[config.mk]
export PLATFORM = sky130hd
export DESIGN_NAME = div_iter_unit
export DESIGN_NICKNAME = d
export VERILOG_FILES = /design/src/rtl/div_iter_unit.sv
export SDC_FILE = /design/constraint.sdc
export NUM_CORES = 1
export LEC_CHECK = 0
export BUFFER_PORTS_ARGS = -buffer_cell sky130_fd_sc_hd__clkbuf_2
export CAP_MARGIN = 0
export CELL_PAD_IN_SITES_DETAIL_PLACEMENT = 0
export CELL_PAD_IN_SITES_GLOBAL_PLACEMENT = 1
export CORE_MARGIN = 2
export CORE_UTILIZATION = 40
export CTS_BUF_LIST = sky130_fd_sc_hd__clkbuf_8
export CTS_CLUSTER_DIAMETER = 40
export CTS_CLUSTER_SIZE = 20
export DETAILED_ROUTE_END_ITERATION = 8
export PLACE_DENSITY_LB_ADDON = 0.1
export REMOVE_ABC_BUFFERS = 1
export SLEW_MARGIN = 30
export SYNTH_ARGS = -nofsm -noshare
export SYNTH_HDL_FRONTEND = slang
export SYNTH_SLANG_ARGS = --single-unit
export TNS_END_PERCENT = 10
[constraint.sdc]
create_clock -name clk -period 8.25 [get_ports clk]
set_clock_uncertainty 0.15 [all_clocks]
set_input_delay 0.4125 -clock clk [delete_from_list [all_inputs] [get_ports clk]]
set_output_delay 0.4125 -clock clk [all_outputs]
set_load 0.05 [all_outputs]
[src/rtl/div_iter_unit.sv]
`default_nettype none
// ============================================================================
// Module      : div_iter_unit
// Description : Radix-2 restoring 32-bit divider, signed/unsigned, with a
//               sign fix-up cycle. Result {remainder, quotient}.
// Revision    : 1.0 - initial release
// ============================================================================
module div_iter_unit #(
    parameter int WIDTH = 32,
    parameter int CNT_W = 5
) (
    input  logic                 clk,
    input  logic                 rst,
    input  logic                 start,
    input  logic                 is_signed,
    input  logic                 flush,
    input  logic [WIDTH-1:0]     dividend,
    input  logic [WIDTH-1:0]     divisor,
    output logic                 busy,
    output logic                 done,
    output logic [2*WIDTH-1:0]   div_result
);

    localparam logic [1:0] S_IDLE = 2'd0;
    localparam logic [1:0] S_CALC = 2'd1;
    localparam logic [1:0] S_FIX  = 2'd2;

    localparam logic [CNT_W-1:0] c_last    = CNT_W'(WIDTH - 1);
    localparam logic [WIDTH-1:0] c_int_min = {1'b1, {(WIDTH-1){1'b0}}};

    logic [1:0]       r_state;
    logic [1:0]       w_state_nxt;
    logic             w_busy_nxt;
    logic             w_done_nxt;

    logic [WIDTH-1:0] r_rem;
    logic [WIDTH-1:0] r_quo;
    logic [WIDTH-1:0] r_dmag;
    logic [CNT_W-1:0] r_cnt;
    logic             r_neg_q;
    logic             r_neg_r;

    logic             w_a_neg;
    logic             w_b_neg;
    logic [WIDTH-1:0] w_a_mag;
    logic [WIDTH-1:0] w_b_mag;
    logic             w_div_zero;
    logic             w_ovf;
    logic             w_accept;
    logic [WIDTH:0]   w_trial;
    logic [WIDTH-1:0] w_rem_shift;
    logic [WIDTH-1:0] w_quo_fix;
    logic [WIDTH-1:0] w_rem_fix;

    assign w_a_neg     = is_signed & dividend[WIDTH-1];
    assign w_b_neg     = is_signed & divisor[WIDTH-1];
    assign w_a_mag     = w_a_neg ? (~dividend + 1'b1) : dividend;
    assign w_b_mag     = w_b_neg ? (~divisor + 1'b1) : divisor;
    assign w_div_zero  = (divisor == '0);
    assign w_ovf       = is_signed && (dividend == c_int_min) && (divisor == '1);
    assign w_accept    = (r_state == S_IDLE) && start && !flush;

    // The bit shifted out of the remainder is kept as the trial's MSB so a
    // remainder near 2^WIDTH-1 cannot overflow the subtract.
    assign w_rem_shift = {r_rem[WIDTH-2:0], r_quo[WIDTH-1]};
    assign w_trial     = {r_rem, r_quo[WIDTH-1]} - {1'b0, r_dmag};
    assign w_quo_fix   = r_neg_q ? (~r_quo + 1'b1) : r_quo;
    assign w_rem_fix   = r_neg_r ? (~r_rem + 1'b1) : r_rem;

    always_ff @(posedge clk) begin
        if (rst) begin
            r_state <= S_IDLE;
            busy    <= 1'b0;
            done    <= 1'b0;
        end else begin
            r_state <= w_state_nxt;
            busy    <= w_busy_nxt;
            done    <= w_done_nxt;
        end
    end

    always_comb begin
        w_state_nxt = r_state;
        case (r_state)
            S_IDLE: begin
                if (w_accept)
                    w_state_nxt = (w_div_zero || w_ovf) ? S_FIX : S_CALC;
            end
            S_CALC: begin
                if (flush)
                    w_state_nxt = S_IDLE;
                else if (r_cnt == c_last)
                    w_state_nxt = S_FIX;
            end
            S_FIX:   w_state_nxt = S_IDLE;
            default: w_state_nxt = S_IDLE;
        endcase
    end

    always_comb begin
        w_busy_nxt = (w_state_nxt == S_CALC) || (w_state_nxt == S_FIX);
        w_done_nxt = (r_state == S_FIX) && !flush;
    end

    always_ff @(posedge clk) begin
        if (rst) begin
            r_rem      <= '0;
            r_quo      <= '0;
            r_dmag     <= '0;
            r_cnt      <= '0;
            r_neg_q    <= 1'b0;
            r_neg_r    <= 1'b0;
            div_result <= '0;
        end else begin
            case (r_state)
                S_IDLE: begin
                    if (w_accept) begin
                        r_cnt  <= '0;
                        r_dmag <= w_b_mag;
                        if (w_div_zero) begin
                            r_quo   <= '1;
                            r_rem   <= dividend;
                            r_neg_q <= 1'b0;
                            r_neg_r <= 1'b0;
                        end else if (w_ovf) begin
                            r_quo   <= c_int_min;
                            r_rem   <= '0;
                            r_neg_q <= 1'b0;
                            r_neg_r <= 1'b0;
                        end else begin
                            r_quo   <= w_a_mag;
                            r_rem   <= '0;
                            r_neg_q <= w_a_neg ^ w_b_neg;
                            r_neg_r <= w_a_neg;
                        end
                    end
                end
                S_CALC: begin
                    r_cnt <= r_cnt + CNT_W'(1);
                    if (!w_trial[WIDTH]) begin
                        r_rem <= w_trial[WIDTH-1:0];
                        r_quo <= {r_quo[WIDTH-2:0], 1'b1};
                    end else begin
                        r_rem <= w_rem_shift;
                        r_quo <= {r_quo[WIDTH-2:0], 1'b0};
                    end
                end
                S_FIX: begin
                    if (!flush)
                        div_result <= {w_rem_fix, w_quo_fix};
                end
                default: ;
            endcase
        end
    end

endmodule
`default_nettype wire

# Word-level counts from Yosys, hierarchy flattened
# Cells that the tools add are included.
[totals]
reg_bits = 171
out_inout_bits = 66
wordCells = 70
[classes]
add_sub_neg = 6
n_eq_ne = 8
mux = 24
n_bitwise = 8
n_reduce_logical = 14
[ops]
columns = ["op", "count"]
rows = [
  ["$mux 32", 10],
  ["$add 32x1->32 const B", 4],
  ["$not 32->32", 4],
  ["$pmux 32 s2", 2],
  ["$eq 32x32->1 const B", 2],
  ["$sub 33x32->33", 1],
  ["$logic_not 32->1", 1],
  ["$pmux 5 s2", 1],
  ["$mux 2", 4],
  ["$reduce_and 2->1", 3],
  ["$add 5x1->5 const B", 1],
  ["$eq 5x5->1 const B", 1],
  ["$logic_and 1x1->1", 5],
  ["$mux 1", 5],
  ["$mux 5", 1],
  ["$eq 2x1->1 const B", 2],
  ["$eq 2x2->1 const B", 2],
  ["$pmux 2 s2", 1],
  ["$and 1x1->1", 2],
  ["$logic_not 2->1", 1],
  ["$logic_or 1x1->1", 2],
  ["$ne 2x2->1 const B", 1],
  ["$reduce_bool 2->1", 1],
  ["$logic_not 1->1", 1],
  ["2 further kinds", 2],
]

# Longest topological paths before layout
# Gate-level depths: netlist of run 1.
[logic_depth]
ltp_word = 9
depth_mapped = 14
mapped_depth_nobuf = 12

# Worst setup path before layout of run 1
# Ideal clock, no wire load.
[synth_timing]
kind = "register to register"
from = "register r_quo[31]"
to = "register r_rem[28]"
setup_ps = 95
arrival_time_ps = 3168
required_time_ps = 8005
setup_slack_ps = 4837
path_stages_with_launch = 14
n_path_buf = 1
period_less_slack_ps = 3413
path_cell_list = "dfxtp_1 -> inv_1 -> ha_1 -> fa_1 -> nand2b_1 -> a21oi_1 -> o21a_1 -> a31o_2 -> a211oi_1 -> nor3_1 -> nor2_1 -> clkbuf_1 -> mux2i_1 -> a221oi_1"
[synth_between]
elab_chain_len = 3
[synth_lines]
columns = ["element", "line", "source"]
rows = [
  ["start: declaration", "37", "logic [WIDTH-1:0] r_quo;"],
  ["start signal: assignment", "126", "r_quo <= c_int_min;"],
  ["start signal: assignment", "131", "r_quo <= w_a_mag;"],
  ["start signal: assignment", "142", "r_quo <= {r_quo[WIDTH-2:0], 1'b1};"],
  ["$sub 33x32->33", "66", "assign w_trial = {r_rem, r_quo[WIDTH-1]} - {1'b0, r_dmag};"],
  ["$mux 32", "140", "if (!w_trial[WIDTH]) begin"],
  ["$pmux 32 s2", "115", "case (r_state)"],
  ["end signal: assignment", "122", "r_rem <= dividend;"],
  ["end signal: assignment", "141", "r_rem <= w_trial[WIDTH-1:0];"],
  ["end signal: assignment", "144", "r_rem <= w_rem_shift;"],
  ["end: declaration", "36", "logic [WIDTH-1:0] r_rem;"],
]
# No other way between the ends.
# A chain may end at the register's enable or synchronous reset.

# Worst setup path after layout of run 1
[layout_timing]
from = "input port dividend[2]"
to = "register r_quo[31]"
[layout_between]
elab_chain_len = 7
word_cells_on_any_way = 10
[layout_lines]
columns = ["element", "line", "source"]
rows = [
  ["start: declaration", "17", "input logic [WIDTH-1:0] dividend,"],
  ["$not 32->32 or $eq 32x32->1 (tied branches)", "57, 60", ""],
  ["$add 32x1->32 or $logic_and 1x1->1 (tied branches)", "57, 60", ""],
  ["$mux 32 or $logic_and 1x1->1 (tied branches)", "57, 60", ""],
  ["$mux 32 *", "125", "end else if (w_ovf) begin"],
  ["$mux 32 *", "120", "if (w_div_zero) begin"],
  ["$mux 32 *", "117", "if (w_accept) begin"],
  ["$pmux 32 s2 *", "115", ""],
]
# Mark *: on every way between the ends. The rest lies on a longest branch, timed or not. The select of a mux whose other input is x is not followed.

==> results.toml, run 1 <==
[timing]
max_freq_mhz = 232
rsz0062_at_grt = "no"
finalMaxSlewViolations = 0
worst_pin_slew_ps = 872
hold_viol = 0
finalSetupTns_ps = 0
setup_violations = 0
slew_headroom = 0.419
min_period_ps = 4320
period_share = 0.523
worst_slack_ps = 3930

[floorplan]
core_um2 = 27800
fp-row-count = 61
start_util = 0.406
ioPinCount = 135
die_area_um2 = 29600
dieHeight_um = 172
fp.dieW_um = 172

[critical_path]
r2r_end = "r_rem[21]"
slowest_delay_ps = 770
critPathLaunch = "dividend[2]"
critPathKind = "in -> reg"
rr_startpoint = "r_quo[31]"
critPathArrivalTime_ps = 4450
required_ps = 8390
slowest_stage = "nand4b_1"
path_max_fanout = 18
endpoint_kind = "register"
r2r_slack_ps = 4190
crit_chain = "clkbuf_2 -> or4_1 -> nor3_1 -> nand4_1 -> or3_1 -> nand4b_1 -> and3_1 -> a2111oi_0"
reg2regPathDepth = 12
startpoint_type = "input pin"

[run_status]
status = "finished, final reports clean"

[grt]
grt_overflow = 0
grt.total_usage = 0.236
antenna_found_initial = 0
grt_pass1_vias = 9920
grt_max_degree = 94
grt_pass1_wl_mm = 55.0

[cts]
hold_buffers = 0
htreeDepth = 4
clkTransAtPathRegs_ps = 90
clkLatencyLatePin_ps = 470
cts_sinks = 171
cts_buffer_depth = 2
cts_made_buffers = 17
cts_root_buffer = "clkbuf_8"
ctsResizeCount = 0
cts_tree = "built"
post_cts_buffers = 0

[synthesis]
synth_edf_count = 0
synth-main-ff-cell = "dfxtp_1"
avgSynthCellArea_um2 = 7.65
netlist_area_um2 = 11300
synth_warnings = 0
ys_seq_elements = 171
async_flop_share = 0
yosysUniqueCellTypes = 66
yosysSeqAreaShare = 0.303
synthCells = 1475

[layout]
regArea_um2 = 3430
multi_input_area_um2 = 7290
nets = 1645
final_area_um2 = 12500
syn2layout_area_growth_pct = 10.8
drive_above_1_share = 0.129
nFillCells = 2950
antenna_cells = 0
final_cell_mix = "201 x nor2_1, 169 x dfxtp_1, 133 x a21oi_1, 133 x clkbuf_2, 99 x nand2_1"
layout_commonest_cell = "nor2_1"

[power]
power_density_nw_per_um2 = 178
switching_power_w = 0.000831
pwr-share-comb = 0.332
seq_power_share = 0.419
power.total_w = 0.00222
p_clk_frac = 0.249
intPower_w = 0.00139
swShare = 0.374
leakagePower_nw = 4.63
vdd_drop_max_mv = 0.0914

[route]
dr.pass1.iters = 5
drt_iter0_drc = 764
drtAntennaViolNets = 0
drc_errors = 0
wirelength_mm = 34.7
via_per_inst = 5.61
wire_per_inst_um = 18.0
vias = 10800

[min_path]
min_path_type = "in -> reg"
whs_path_depth = 3
min_to = "r_dmag[0]"
min-delay-start = "divisor[0]"

[placement]
pre_cts_ws_ps = 3610
postPlaceCellArea_um2 = 12200
dp_hpwl_mm = 25.8
place.gp.congestion = 0.890
portBuffers = 134

[job]
drv_cap = 0
[critical path: cells and delay by family]
kind	cells	cell delay, ps
AO/OA/AOI/OAI	1	760
buffers and inverters	1	140
AND/OR/NAND/NOR	6	3140
[through the flow]
step           instances  hold WS, ps  utilization
3_5_place_dp        1895          298        0.437
2_1_floorplan       1369          276            -
3_3_place_gp        1895          290        0.437
6_report            1926         79.1        0.450
5_1_grt             1926         91.5        0.450
4_1_cts             1926         48.4        0.450
[state kept, by name, indices dropped and copies added, names as in the netlist]
name        cells
r_quo          32
div_result     64
r_state         2
busy            1
r_neg_r         1
r_rem          32
r_cnt           5
r_neg_q         1
done            1
r_dmag         32
[cell type report]
cell class / instances / share of cell area
Sequential cell: 171 / 0.274
Multi-Input combinational cell: 1148 / 0.583
Clock inverter: 12 / 0.00671
Tap cell: 378 / 0.0378
Clock buffer: 19 / 0.0209
Timing Repair Buffer: 148 / 0.0623
Inverter: 50 / 0.0150
[kinds of logic after synthesis]
family | count (synthesis) | share of synthesized area
AO/OA/AOI/OAI | 446 | 0.262
XOR/XNOR | 142 | 0.110
adder cells (fa/ha/maj) | 40 | 0.0450
buffers and inverters | 156 | 0.0532
flip-flops | 171 | 0.303
multiplexers | 10 | 0.00887
AND/OR/NAND/NOR | 510 | 0.217
[power groups by stage]
stage	clock (W)	combinational (W)	sequential (W)
after detailed placement	0	0.000730	0.000949
after global routing	0.000607	0.000818	0.000938
after CTS	0.000573	0.000734	0.000929
after global placement	0	0.000729	0.000948
final	0.000552	0.000738	0.000931
after floorplan	0	0.000524	0.000927
[routing by layer]
metal  vias up  share of wire  global-route usage
met5         -              0                   0
met4         0          0.015              0.0592
met3        28          0.048              0.0355
met2       268           0.44               0.368
met1      4988           0.50               0.342
li1       5530              -                   -
[how the worst max path moves through the flow]
stage / to / slack (ps) / depth (start not counted)
floorplan: r_rem[27] / -3820 / 4
global placement: r_quo[31] / 3620 / 8
detailed placement: r_quo[31] / 3610 / 8
CTS: r_quo[31] / 4110 / 8
global route: r_rem[14] / 3880 / 12
finish: r_quo[31] / 3930 / 8
[synthesized netlist by cell type (all sizes together), types with 3 or more instances]
cell | n | area, um2
xnor2 | 58 | 508
nand2 | 99 | 372
dfxtp | 171 | 3420
and4 | 3 | 26.3
a21o | 8 | 60.1
o31ai | 25 | 193
nor3 | 42 | 215
nor2b | 5 | 31.3
o21bai | 4 | 30.0
nand4 | 17 | 106
clkbuf | 91 | 342
inv | 50 | 188
o41ai | 19 | 174
a211oi | 98 | 741
mux2i | 10 | 100
nand2b | 9 | 56.3
a221oi | 11 | 96.3
nor2 | 202 | 758
o211ai | 11 | 82.6
and3 | 14 | 87.6
and2 | 7 | 43.8
o21a | 8 | 60.1
a21boi | 6 | 45.0
nor4 | 31 | 215
or2 | 5 | 31.3
or3 | 20 | 131
xor2 | 84 | 736
a311oi | 14 | 123
a31oi | 19 | 119
nand3 | 23 | 115
ha | 39 | 488
buf | 15 | 71.3
nand3b | 6 | 45.0
o21ai | 58 | 290
or4 | 22 | 173
a21oi | 133 | 666
a2111oi | 16 | 140
Power figures use the tool's default switching activity.
==> inputs of run 2 (changes only) <==
clock period = 4.2 ns   (was 8.25 ns; I/O delays follow)
==> run 2 against run 1 <==
  * Sequential share of layout area down 1.4 points
  * Critical path type is now reg -> reg
  * Clock power up 140%
  * Flip-flop and latch count unchanged
  * First-iteration DRC count down 1.8%
  * Largest cell class unchanged
==> results.toml, run 2 (synthesized netlist as in run 1, its figures left out) <==
[run_status]
status = "finished, final reports clean"

[cts]
cts_root_buffer = "clkbuf_8"
clkTransAtPathRegs_ps = 100
htreeDepth = 4
cts_made_buffers = 17
cts_tree = "built"
post_cts_buffers = 0
cts_buffer_depth = 2
cts_sinks = 171
clkLatencyLatePin_ps = 470

[power]
pwr-share-comb = 0.326
power.total_w = 0.00464
seq_power_share = 0.393
leakagePower_nw = 4.91
switching_power_w = 0.00172
vdd_drop_max_mv = 0.198
swShare = 0.370
intPower_w = 0.00292
p_clk_frac = 0.281
power_density_nw_per_um2 = 352

[critical_path]
required_ps = 4420
reg2regPathDepth = 14
critPathKind = "reg -> reg"
critPathArrivalTime_ps = 4010
slowest_stage = "dfxtp_1"
crit_top_cell = "a211oi_1"
r2r_end = "r_rem[21]"
crit_chain = "inv_1 -> ha_1 -> fa_1 -> nand2b_1 -> a21oi_1 -> o21a_1 -> a31o_2 -> a211oi_1 -> o21ai_0 -> buf_4 -> nand2_1 -> buf_12 -> o311a_1 -> a211oi_1"
slowest_delay_ps = 400
endpoint_kind = "register"
startpoint_type = "register"
rr_startpoint = "r_quo[31]"
r2r_slack_ps = 420
path_max_fanout = 15

[route]
vias = 11000
drt_iter0_drc = 750
wirelength_mm = 35.3
wire_per_inst_um = 17.8
via_per_inst = 5.55
dr.pass1.iters = 5
drc_errors = 0
drtAntennaViolNets = 0

[grt]
grt_max_degree = 83
grt_util_met1 = 0.334
grt_pass1_wl_mm = 56.4
met2_usage = 0.395
grt_pass1_vias = 10400
met3_usage = 0.0309
grt.total_usage = 0.240
grt_overflow = 0
antenna_found_initial = 0
busiest_layer = "met2"

[floorplan]
start_util = 0.406
fp.dieW_um = 172
die_area_um2 = 29600
core_um2 = 27800
fp-row-count = 61
ioPinCount = 135
dieHeight_um = 172

[placement]
postPlaceCellArea_um2 = 12300
place.gp.congestion = 0.851
dp_hpwl_mm = 26.2
portBuffers = 134

[timing]
setup_violations = 0
max_freq_mhz = 264
slew_headroom = 0.381
rsz0062_at_grt = "no"
hold_viol = 0
finalMaxSlewViolations = 0
period_share = 0.901
worst_pin_slew_ps = 927
min_period_ps = 3780
fin_hold_ws_ps = 24.6

[layout]
final_area_um2 = 13200
fin_util = 0.474
nFillCells = 2911
final_cell_mix = "201 x nor2_1, 170 x dfxtp_1, 133 x a21oi_1, 133 x clkbuf_2, 99 x nand2_1"
largest_register = "div_result"
drive_above_1_share = 0.131
nets = 1702
largest_register_ffs = 64
syn2layout_area_growth_pct = 16.7
antenna_cells = 0
layout_commonest_cell = "nor2_1"

[min_path]
min_to = "busy"
min_path_type = "in -> reg"
whs_path_depth = 4
min-delay-start = "flush"

[job]
drv_cap = 0
==> run 2: cell types whose count changed in the layout (fill, tap and decap cells not counted), moves of 2 or more <==
cell	before	now
clkinv_4	0	2
buf_12	0	4
dlygate4sd3_1	0	48
inv_1	53	51
buf_4	15	20
bufinv_16	1	3
clkinv_2	7	0
inv_6	0	5
==> run 2: worst max-delay path by stage <==
stage,start,endpoint,slack [ps],depth (start not counted)
floorplan,r_state[0],r_rem[27],-7710,4
finish,r_quo[31],r_rem[21],420,14
global placement,r_quo[31],r_rem[0],560,13
CTS,r_quo[31],r_rem[0],440,13
detailed placement,r_quo[31],r_rem[0],470,13
global route,r_quo[31],r_rem[21],160,14
==> run 2: cell type report <==
| class | count | area, um2 | share of cell area |
|---|---|---|---|
| inverter | 50 | 188 | 0.0142 |
| tap | 378 | 473 | 0.0359 |
| clock inverter | 14 | 181 | 0.0138 |
| clock buffer | 18 | 248 | 0.0188 |
| timing repair buffer | 205 | 1380 | 0.104 |
| multi-input combinational | 1148 | 7280 | 0.553 |
| sequential | 171 | 3420 | 0.260 |
==> run 2: routing by layer <==
layer	up-vias	wire (um)
met2	264	16000
met1	5057	17300
met5	-	0
met4	0	477
li1	5652	-
met3	29	1480
==> run 2: worst max-delay path: cells and delay by family (launching register included) <==
family                   cells  cell delay [ps]
AO/OA/AOI/OAI                7             1490
adder cells (fa/ha/maj)      2              660
buffers and inverters        3              580
AND/OR/NAND/NOR              2              410
flip-flops                   1              400
==> run 2: power groups by stage <==
stage,clock network [W],registers [W],logic (W)
6_report,0.00130,0.00182,0.00151
3_3_place_gp,0,0.00186,0.00146
2_1_floorplan,0,0.00182,0.00103
3_5_place_dp,0,0.00186,0.00146
4_1_cts,0.00133,0.00182,0.00151
5_1_grt,0.00140,0.00184,0.00168
==> run 2: repair_timing <==
item / in CTS / in global routing
resized for setup: 0 / 0
hold buffers: 48 / 0
hold endpoints to repair: 49 / 0
==> run 2: stage by stage <==
step                std cells  TNS (ps)  worst slack, ps
global route             1984         0              163
floorplan                1369   -530770            -7710
global placement         1904         0              556
detailed placement       1904         0              465
CTS                      1984         0              442
finish                   1984         0              418
==> inputs of run 3 (changes only) <==
PLACE_DENSITY_LB_ADDON = 0.12   (was 0.1)
==> run 3 against run 2 <==
  * Total power down 0.31%
  * Count of clock-buffer cells in the layout did not move
  * Routed wire length decreased by 0.41%
  * Utilization rose by 0.20 points
  * Flip-flop and latch count did not move
  * Largest cell class unchanged
  * Critical endpoint unchanged
==> results.toml, run 3 (synthesized netlist as in run 1, its figures left out) <==
[timing]
finalMaxSlewViolations = 0
worst_pin_slew_ps = 878
worst_slack_ps = 437
setup_violations = 0
max_freq_mhz = 266
period_share = 0.896
min_period_ps = 3760
rsz0062_at_grt = "no"
hold_viol = 0
slew_headroom = 0.415

[layout]
nets = 1709
syn2layout_area_growth_pct = 17.2
nFillCells = 2909
largest_register_ffs = 64
fin_util = 0.476
layout_commonest_cell = "nor2_1"
largest_register = "div_result"
drive_above_1_share = 0.133
antenna_cells = 0
final_cell_mix = "201 x nor2_1, 170 x dfxtp_1, 133 x a21oi_1, 133 x clkbuf_2, 98 x nand2_1"

[critical_path]
critPathArrivalTime_ps = 4010
r2r_slack_ps = 440
critPathKind = "reg -> reg"
r2r_end = "r_rem[21]"
endpoint_kind = "register"
startpoint_type = "register"
reg2regPathDepth = 12
rr_startpoint = "r_quo[31]"
path_max_fanout = 20
required_ps = 4450

[cts]
cts_buffer_depth = 2
clkLatencyLatePin_ps = 480
htreeDepth = 4
cts_root_buffer = "clkbuf_8"
clkTransAtPathRegs_ps = 90
cts_sinks = 171
cts_tree = "built"
post_cts_buffers = 0
cts_made_buffers = 17

[placement]
place.gp.congestion = 0.884
portBuffers = 134
dp_hpwl_mm = 26.2
pre_cts_ws_ps = 246

[run_status]
status = "finished, final reports clean"

[route]
vias = 11100
via_per_inst = 5.56
drt_iter0_drc = 724
drc_errors = 0
dr.pass1.iters = 5
drtAntennaViolNets = 0
wire_per_inst_um = 17.6
wirelength_mm = 35.1

[floorplan]
die_area_um2 = 29600
ioPinCount = 135
fp-row-count = 61
dieHeight_um = 172
start_util = 0.406
fp.dieW_um = 172
core_um2 = 27800

[power]
vdd_drop_max_mv = 0.196
leakagePower_nw = 4.94
power_density_nw_per_um2 = 350

[grt]
grt_pass1_vias = 10000
grt_max_degree = 102
grt.total_usage = 0.238
antenna_found_initial = 0
grt_overflow = 0
grt_pass1_wl_mm = 55.3

[min_path]
min_path_type = "in -> reg"
whs_path_depth = 3
min-delay-start = "divisor[27]"
min_to = "r_dmag[27]"

[job]
drv_cap = 0
[run 3: critical path, stage by stage (launching register included)]
cell      delay [ps]
dfxtp_1          370
inv_1             90
ha_1             230
fa_1             380
nand2b_1         190
a21oi_1          220
o21a_1           220
a31o_2           210
a211oi_1         110
o21ai_0          460
nand2_2          390
o311a_1          430
a211oi_1         210
[run 3: worst max path at each step]
| stage | startpoint | end | slack (ps) | cells after the start |
|---|---|---|---|---|
| floorplan | r_state[0] | r_rem[27] | -7710 | 4 |
| detailed placement | r_quo[31] | r_rem[21] | 250 | 12 |
| global route | r_quo[31] | r_rem[21] | 80 | 12 |
| finish | r_quo[31] | r_rem[21] | 440 | 12 |
| global placement | r_quo[31] | r_rem[14] | 350 | 12 |
| CTS | r_quo[31] | r_rem[21] | 210 | 12 |
[run 3: report_power, final]
group          leakage [nW]  switching, W  internal [W]  total [W]
clock                 0.219      0.000651      0.000666    0.00132
sequential             1.39      0.000123       0.00170    0.00182
combinational          3.32      0.000898      0.000589    0.00149
total                  4.94       0.00167       0.00296    0.00463
[run 3: repair_timing]
action | 4_1_cts | 5_1_grt
gates resized for setup | 0 | 1
hold buffers | 53 | 0
endpoints found under the setup margin | 0 | 9
endpoints found under the hold margin | 58 | 0
[run 3: per-layer routing]
metal,up-vias,global-route usage,part of all wire
met5,-,0,0
met4,0,0.0676,0.017
met3,36,0.0336,0.046
met2,311,0.382,0.45
met1,5058,0.333,0.48
li1,5674,-,-
[run 3: area by class of cell]
type | instances | area, um2 | area share
inverter | 50 | 188 | 0.0142
timing repair buffer | 212 | 1420 | 0.107
multi-input combinational | 1148 | 7280 | 0.551
sequential | 171 | 3420 | 0.259
clock inverter | 14 | 194 | 0.0147
tap | 378 | 473 | 0.0358
clock buffer | 18 | 248 | 0.0187
[run 3: metrics by stage]
step                power [W]  TNS [ps]  hold slack, ps  std cells  cell area [um2]
global placement      0.00329         0             289       1905            12200
global route          0.00489         0            25.6       1991            13200
floorplan             0.00285   -530770             125       1369            10900
CTS                   0.00465         0            3.38       1990            13200
detailed placement    0.00329         0             295       1905            12200
finish                0.00463         0            16.7       1991            13200
